[config.mk]
export PLATFORM = sky130hd
export DESIGN_NAME = shift_right_seq
export DESIGN_NICKNAME = d
export VERILOG_FILES = /design/src/rtl/shift_pkg.sv /design/src/rtl/shift_step.sv /design/src/rtl/shift_right_seq.sv
export SDC_FILE = /design/constraint.sdc
export NUM_CORES = 1
export LEC_CHECK = 0
export CORE_UTILIZATION = 30
export DETAILED_ROUTE_END_ITERATION = 10
export PLACE_DENSITY = 0.53
export SYNTH_ARGS = -nofsm -noshare
export SYNTH_HDL_FRONTEND = slang
export SYNTH_HIERARCHICAL = 1
export SYNTH_SLANG_ARGS = --single-unit
export TNS_END_PERCENT = 30
[constraint.sdc]
create_clock -name clk -period 5.65 [get_ports clk]
set_input_delay 1.13 -clock clk [delete_from_list [all_inputs] [get_ports clk]]
set_output_delay 1.13 -clock clk [all_outputs]
set_load 0.01 [all_outputs]
[src/rtl/shift_pkg.sv]
// Shared types and constants for the multi-cycle right shifter.
package shift_pkg;

  localparam int WORD_W = 32;

  typedef enum logic [1:0] {
    IDLE = 2'b00,
    RUN  = 2'b01,
    DONE = 2'b10
  } state_t;

  localparam logic [1:0] OP_SRL = 2'b00;
  localparam logic [1:0] OP_SRA = 2'b01;
  localparam logic [1:0] OP_ROR = 2'b10;

endpackage

[src/rtl/shift_step.sv]
// One combinational shift step of 0..31 positions in the selected mode.
// Rotate support is present only when SHIFT_ROTATE_EN is defined.
module shift_step
  import shift_pkg::*;
(
  input  logic [WORD_W-1:0] a,
  input  logic [4:0]        k,
  input  logic [1:0]        mode,
  output logic [WORD_W-1:0] y
);

`ifdef SHIFT_ROTATE_EN
  logic [2*WORD_W-1:0] dbl;
`endif

  always_comb begin
    y = a >> k;
`ifdef SHIFT_ROTATE_EN
    dbl = {a, a} >> k;
`endif
    if (mode == OP_SRA) begin
      y = WORD_W'($signed(a) >>> k);
    end
`ifdef SHIFT_ROTATE_EN
    else if (mode == OP_ROR) begin
      y = dbl[WORD_W-1:0];
    end
`endif
  end

endmodule

[src/rtl/shift_right_seq.sv]
// Sequential right shifter: moves up to STEP bit positions per RUN cycle.
// Rotate mode is enabled by defining SHIFT_ROTATE_EN.
module shift_right_seq
  import shift_pkg::*;
#(
  parameter int STEP = 4
) (
  input  logic              clk,
  input  logic              rst_n,
  input  logic              start,
  input  logic [WORD_W-1:0] tbsh,
  input  logic [WORD_W-1:0] s,
  input  logic [1:0]        op,
  output logic [WORD_W-1:0] sh,
  output logic              busy,
  output logic              done
);

  localparam logic [4:0] STEP_K = 5'(STEP);

  state_t            state, state_nx;
  logic [WORD_W-1:0] work, work_nx, sh_nx, step_y;
  logic [4:0]        rem, rem_nx, k;
  logic [1:0]        mode, mode_nx;
  logic              unused_s_hi;

  assign unused_s_hi = ^s[WORD_W-1:5];

  assign k = (rem < STEP_K) ? rem : STEP_K;

  shift_step u_step (
    .a    (work),
    .k    (k),
    .mode (mode),
    .y    (step_y)
  );

  always_ff @(posedge clk) begin
    if (!rst_n) begin
      state <= IDLE;
      work  <= '0;
      rem   <= '0;
      mode  <= OP_SRL;
      sh    <= '0;
    end else begin
      state <= state_nx;
      work  <= work_nx;
      rem   <= rem_nx;
      mode  <= mode_nx;
      sh    <= sh_nx;
    end
  end

  always_comb begin
    state_nx = state;
    work_nx  = work;
    rem_nx   = rem;
    mode_nx  = mode;
    sh_nx    = sh;
    case (state)
      IDLE, DONE: begin
        state_nx = IDLE;
        if (start) begin
          state_nx = RUN;
          work_nx  = tbsh;
          rem_nx   = s[4:0];
          mode_nx  = op;
        end
      end
      RUN: begin
        work_nx = step_y;
        rem_nx  = rem - k;
        // A zero count still spends this one cycle, so the exit test is on rem <= STEP.
        if (rem <= STEP_K) begin
          state_nx = DONE;
          sh_nx    = step_y;
        end
      end
      default: state_nx = IDLE;
    endcase
  end

  assign busy = (state == RUN);
  assign done = (state == DONE);

endmodule

==> results of run 1 <==
-- power breakdown --
| part | internal (W) | switching, W |
|---|---|---|
| clock | 0.000348 | 0.000219 |
| sequential | 0.000555 | 0.0000414 |
| combinational | 0.000221 | 0.000326 |
| total | 0.00112 | 0.000586 |
-- sequential cells by signal, summed over array words and instances, names as in the netlist --
name,flops
mode,2
work,32
sh,32
state,2
rem,5
-- worst min-delay path by stage --
stage | startpoint | end
3_3_place_gp | sh[11] | sh[11]
4_1_cts | sh[25] | sh[25]
2_1_floorplan | mode[0] | mode[0]
6_report | sh[25] | sh[25]
3_5_place_dp | sh[20] | sh[20]
5_1_grt | sh[21] | sh[21]
-- worst max-delay path: cells and delay by family (launching register included) --
family | cells | cell delay, ps
and+or+nand+nor | 4 | 1420
AOI/OAI and AO/OA | 3 | 1030
muxes | 2 | 620
DFF | 1 | 410
-- synth_stat cells (4+ instances only) --
cell | count | share of area
inv_1 | 6 | 0.0044
and2_1 | 4 | 0.0049
o22ai_1 | 4 | 0.0049
o21ai_1 | 22 | 0.022
nor3_1 | 7 | 0.0069
buf_6 | 6 | 0.013
a21oi_1 | 47 | 0.046
o21a_1 | 7 | 0.010
o21ai_0 | 20 | 0.020
mux4_2 | 14 | 0.062
o221ai_1 | 7 | 0.012
o21ai_2 | 11 | 0.019
buf_2 | 23 | 0.023
nor2_1 | 57 | 0.042
nand2_1 | 104 | 0.077
mux2i_1 | 30 | 0.059
o211ai_1 | 5 | 0.0074
dfxtp_1 | 73 | 0.29
nand2b_1 | 5 | 0.0061
clkbuf_1 | 24 | 0.018
nand3_1 | 34 | 0.033
a311oi_1 | 35 | 0.060
a221oi_1 | 6 | 0.010
mux2_2 | 20 | 0.044
nor2b_1 | 4 | 0.0049
-- stage by stage --
step | power (W) | area (um^2) | worst slack [ps]
6_report | 0.00171 | 6130 | 2050
5_1_grt | 0.00179 | 6130 | 1780
4_1_cts | 0.00171 | 6130 | 2040
3_5_place_dp | 0.00114 | 5850 | 2050
3_3_place_gp | 0.00114 | 5850 | 2110
2_1_floorplan | 0.000976 | 5100 | 3080
-- routing by layer --
metal / track usage / part of all wire
met5: 0 / 0
met3: 0.0384 / 0.047
met4: 0.0747 / 0.029
met2: 0.334 / 0.48
met1: 0.255 / 0.44
-- logic make-up (layout without fill, tap and decap cells) --
logic type / after synthesis / count (layout)
DFF: 73 / 73
AOI/OAI and AO/OA: 197 / 197
other: 2 / 3
and+or+nand+nor: 224 / 224
adders and majority gates: 1 / 1
buffers and inverters: 68 / 104
muxes: 66 / 66
-- layout make-up --
| cell class | count | area (um^2) |
|---|---|---|
| Sequential cell | 73 | 1460 |
| Inverter | 8 | 30.0 |
| Clock buffer | 11 | 243 |
| Fill cell | 1773 | 10500 |
| Clock inverter | 3 | 42.5 |
| Multi-Input combinational cell | 491 | 3280 |
| Tap cell | 220 | 275 |
| Timing Repair Buffer | 82 | 803 |
==> results.yml, run 1 <==
drt:
  firstDrtPassIters: 5
  vias: 5058
  wl_per_cell_um: 19.4
  drt_iter0_markers: 415
  ant_nets: 0
  avgViaCountPerCell: 5.70
  wl_mm: 17.2
  drc: 0
logic_synthesis:
  synthSimpleGateAreaFrac: 0.193
  synth_edf_count: 0
  ys_ff_latch: 73
  synthesis.area_mm2: 0.00510
  syn_area_per_cell_um2: 8.08
  synthAdderAreaFrac: 0.00246
  synth-compound-area-share: 0.274
  yosysSeqAreaShare: 0.287
  synthMuxAreaShare: 0.169
  ys_types: 61
  synth_top_family_by_area: "compound AO/OA/AOI/OAI gates"
  yosys_warnings: 6
  synth-xor-area-share: 0
  synth_async_sr_flop_share: 0
  ys.flop_type: "dfxtp_1"
  synthCells: 631
floorplanning:
  io_pins: 103
  dieHeight_um: 132
  core_area_mm2: 0.0166
  dieArea_mm2: 0.0175
  die_width_um: 132
  start_util: 0.307
  rows: 47
sta:
  clock.fmax_ghz: 0.278
  rsz0062_at_grt: "false"
  setup_viol: 0
  clock_skew_ps: 7.57
  whs_ps: 468
  hold_viol_final: 0
  fin_crit_sh: 0.637
  worstMarginPinSlew_ps: 1230
  finalMaxSlewViolations: 0
  fin_setup_tns_ps: 0
  max-slew-margin-rel: 0.177
  fin_crit_ps: 3600
worst_setup_path:
  rr_worst_depth: 9
  critPathLaunchType: "flop"
  r2r-end: "work[22]"
  slowest_delay_ps: 860
  critPathRequiredTime_ps: 5890
  critPathArrivalTime_ps: 3840
  path_max_fanout: 38
  slowest_stage: "and2_2"
  endpoint: "work[22]"
  path_cells: "nor3_1 > and2_2 > mux2i_1 > nand2_1 > o21ai_0 > mux2_2 > a221oi_1 > nor2_1 > a311oi_1"
  endpoint_kind: "flop"
  crit_type: "flop to flop"
  r2r_slack_ps: 2050
  rr_startpoint: "rem[4]"
  critical_path.startpoint: "rem[4]"
clock_network:
  clk_pin_slew_worst_paths_ps: 60
  cts_inserted_buffers: 9
  cts_htree_levels: 3
  cts_buffer_depth: 2
  clock_sinks: 73
  cts_hold_buffers: 0
  cts_setup_buffers: 0
  cts_tree: "built"
  clk_latency_ps: 340
  cts_resized: 0
  clock-root-buffer: "clkbuf_16"
status:
  status: "completed"
final_layout:
  antenna_cells: 0
  final_cell_mix: "104 x nand2_1, 75 x clkdlybuf4s50_1, 73 x dfxtp_1, 57 x nor2_1, 47 x a21oi_1"
  syn2layout_area_growth_pct: 20.3
  utilization: 0.370
  stdcell_count: 888
  drive_above_1_share: 0.118
  layout.nets: 735
  final_common_cell: "nand2_1"
pwr:
  ir_drop_mv: 0.143
  p_per_area_mw_per_mm2: 279
  leakagePower_nw: 2.07
worst_hold_path:
  holdPathStages: 2
  hold_class: "flop to flop"
placement:
  place_congestion: 0.889
  dp_hpwl_mm: 12.5
  portBuffers: 75
  dp.cells: 874
global_route:
  grt_pass1_wl_mm: 27.6
  grt_start_max_net_pins: 72
  grt_use_total: 0.200
  grt_pass1_vias: 4903
  antenna_found_initial: 0
  gr-total-overflow: 0
run:
  drv_cap: 0
Power figures use the tool's default switching activity.
==> run 2: changes to the inputs <==
- PLACE_DENSITY: 0.53 -> 0.55
- clock period: 5.65 -> 3.2 ns (I/O delays scaled with it)
==> run 2 against run 1 <==
  * Sequential power up 76%
  * Die area unchanged
  * Clock-buffer cell count grew 2
  * Final area rose by 4.0%
  * Via count fell by 0.20%
  * Power rose by 88%
  * Flip-flop and latch count unchanged
  * Clock power up 100%
==> results.yml, run 2 (synthesized netlist as in run 1, its figures left out) <==
worst_setup_path:
  r2r-end: "work[0]"
  endpoint_kind: "flop"
  rr_worst_depth: 10
  rr_startpoint: "rem[2]"
  endpoint: "work[0]"
  r2r_slack_ps: 230
  critPathRequiredTime_ps: 3450
  critPathArrivalTime_ps: 3230
  crit_type: "flop to flop"
  critical_path.startpoint: "rem[2]"
  path_max_fanout: 20
  critPathLaunchType: "flop"
final_layout:
  final_common_cell: "nand2_1"
  antenna_cells: 0
  final_cell_mix: "104 x nand2_1, 75 x clkdlybuf4s50_1, 73 x dfxtp_1, 57 x nor2_1, 47 x a21oi_1"
  syn2layout_area_growth_pct: 25.2
  drive_above_1_share: 0.148
  utilization: 0.385
  reg_top3: "sh x32, work x32, rem x5"
  layout.nets: 756
global_route:
  gr-total-overflow: 0
  grt_use_total: 0.204
  use_met2: 0.349
  gr-usage-met1: 0.258
  grt_pass1_wl_mm: 28.1
  use_met3: 0.0377
  grt_pass1_vias: 5061
  grt_start_max_net_pins: 69
  antenna_found_initial: 0
  top_usage_layer: "met2"
drt:
  drt_iter0_markers: 430
  vias: 5048
  drc: 0
  avgViaCountPerCell: 5.55
  firstDrtPassIters: 5
  wl_per_cell_um: 19.2
  ant_nets: 0
  wl_mm: 17.5
clock_network:
  cts_buffer_depth: 2
  cts_inserted_buffers: 9
  clock-root-buffer: "clkbuf_16"
  cts_resized: 0
  clock_sinks: 73
  clk_pin_slew_worst_paths_ps: 60
  clk_latency_ps: 350
  cts_setup_buffers: 0
  cts_tree: "built"
  cts_htree_levels: 3
  cts_hold_buffers: 0
placement:
  portBuffers: 75
  place_congestion: 0.877
  place_ws_ps: 278
  dp_hpwl_mm: 13.1
sta:
  clock.fmax_ghz: 0.336
  fin_setup_tns_ps: 0
  fin_crit_sh: 0.929
  hold_viol_final: 0
  setup_ws_ps: 226
  fin_crit_ps: 2970
  setup_viol: 0
  max-slew-margin-rel: 0.446
  clock_skew_ps: 4.74
  rsz0062_at_grt: "false"
  finalMaxSlewViolations: 0
  worstMarginPinSlew_ps: 810
floorplanning:
  dieHeight_um: 132
  dieArea_mm2: 0.0175
  die_width_um: 132
  core_area_mm2: 0.0166
  rows: 47
  start_util: 0.307
  io_pins: 103
pwr:
  leakagePower_nw: 2.22
  ir_drop_mv: 0.284
  p_per_area_mw_per_mm2: 503
status:
  status: "completed"
run:
  drv_cap: 0
worst_hold_path:
  hold_class: "flop to flop"
==> run 2: changes by cell type in the layout (fill, tap and decap cells not counted), sizes merged <==
cell / delta
buf: +21
bufinv: +1
clkbuf: +2
clkinv: -1
clkinvlp: -1
==> run 2: layer usage <==
layer | share of wire | wire, um | up-vias
met5 | 0 | 0 | -
met1 | 0.44 | 7690 | 2429
met4 | 0.021 | 364 | 0
met3 | 0.046 | 795 | 22
met2 | 0.49 | 8600 | 138
li1 | - | - | 2459
==> run 2: how the worst min path moves through the flow <==
stage	from	endpoint	slack, ps	cells after the start
after CTS	sh[11]	sh[11]	460	2
after floorplan	mode[0]	mode[0]	450	2
after global placement	sh[11]	sh[11]	450	2
after detailed placement	sh[11]	sh[11]	450	2
after global routing	sh[20]	sh[20]	490	2
final	sh[11]	sh[11]	460	2
==> run 2: report_power, final <==
part	leakage, nW	internal (W)	total, W	switching (W)
clock	0.162	0.000743	0.00114	0.000396
combinational	1.46	0.000428	0.00102	0.000594
sequential	0.598	0.000980	0.00105	0.0000680
==> run 2: layout make-up <==
class                   instances  area [um^2]
multi-input cells             491         3280
clock buffers                  13          270
flip-flops and latches         73         1460
inverters                       8         30.0
clock inverters                 2         60.1
fillers                      1728        10200
repair buffers                103          998
well taps                     220          275
==> run 2: worst max-delay path: stages, from the launching register on <==
cell      delay [ps]
dfxtp_1          390
nor3_1           280
and2_2           410
buf_12           220
mux2i_1          150
mux4_2           480
nand2_1           80
o21ai_1           90
a221oi_2         390
nor2_1            90
a311oi_1         270
==> run 2: per-stage QoR <==
step	hold slack (ps)	power (W)	cell area (um^2)	instances
2_1_floorplan	449	0.00172	5100	632
3_3_place_gp	452	0.00205	6040	895
3_5_place_dp	453	0.00206	6040	895
4_1_cts	460	0.00321	6370	910
5_1_grt	489	0.00336	6380	910
6_report	458	0.00321	6380	910
==> run 3: changes to the inputs <==
- HOLD_SLACK_MARGIN: unset -> 0.15
==> results of run 3 <==
No change in the layout: final DEF, timing and power equal those of run 2.
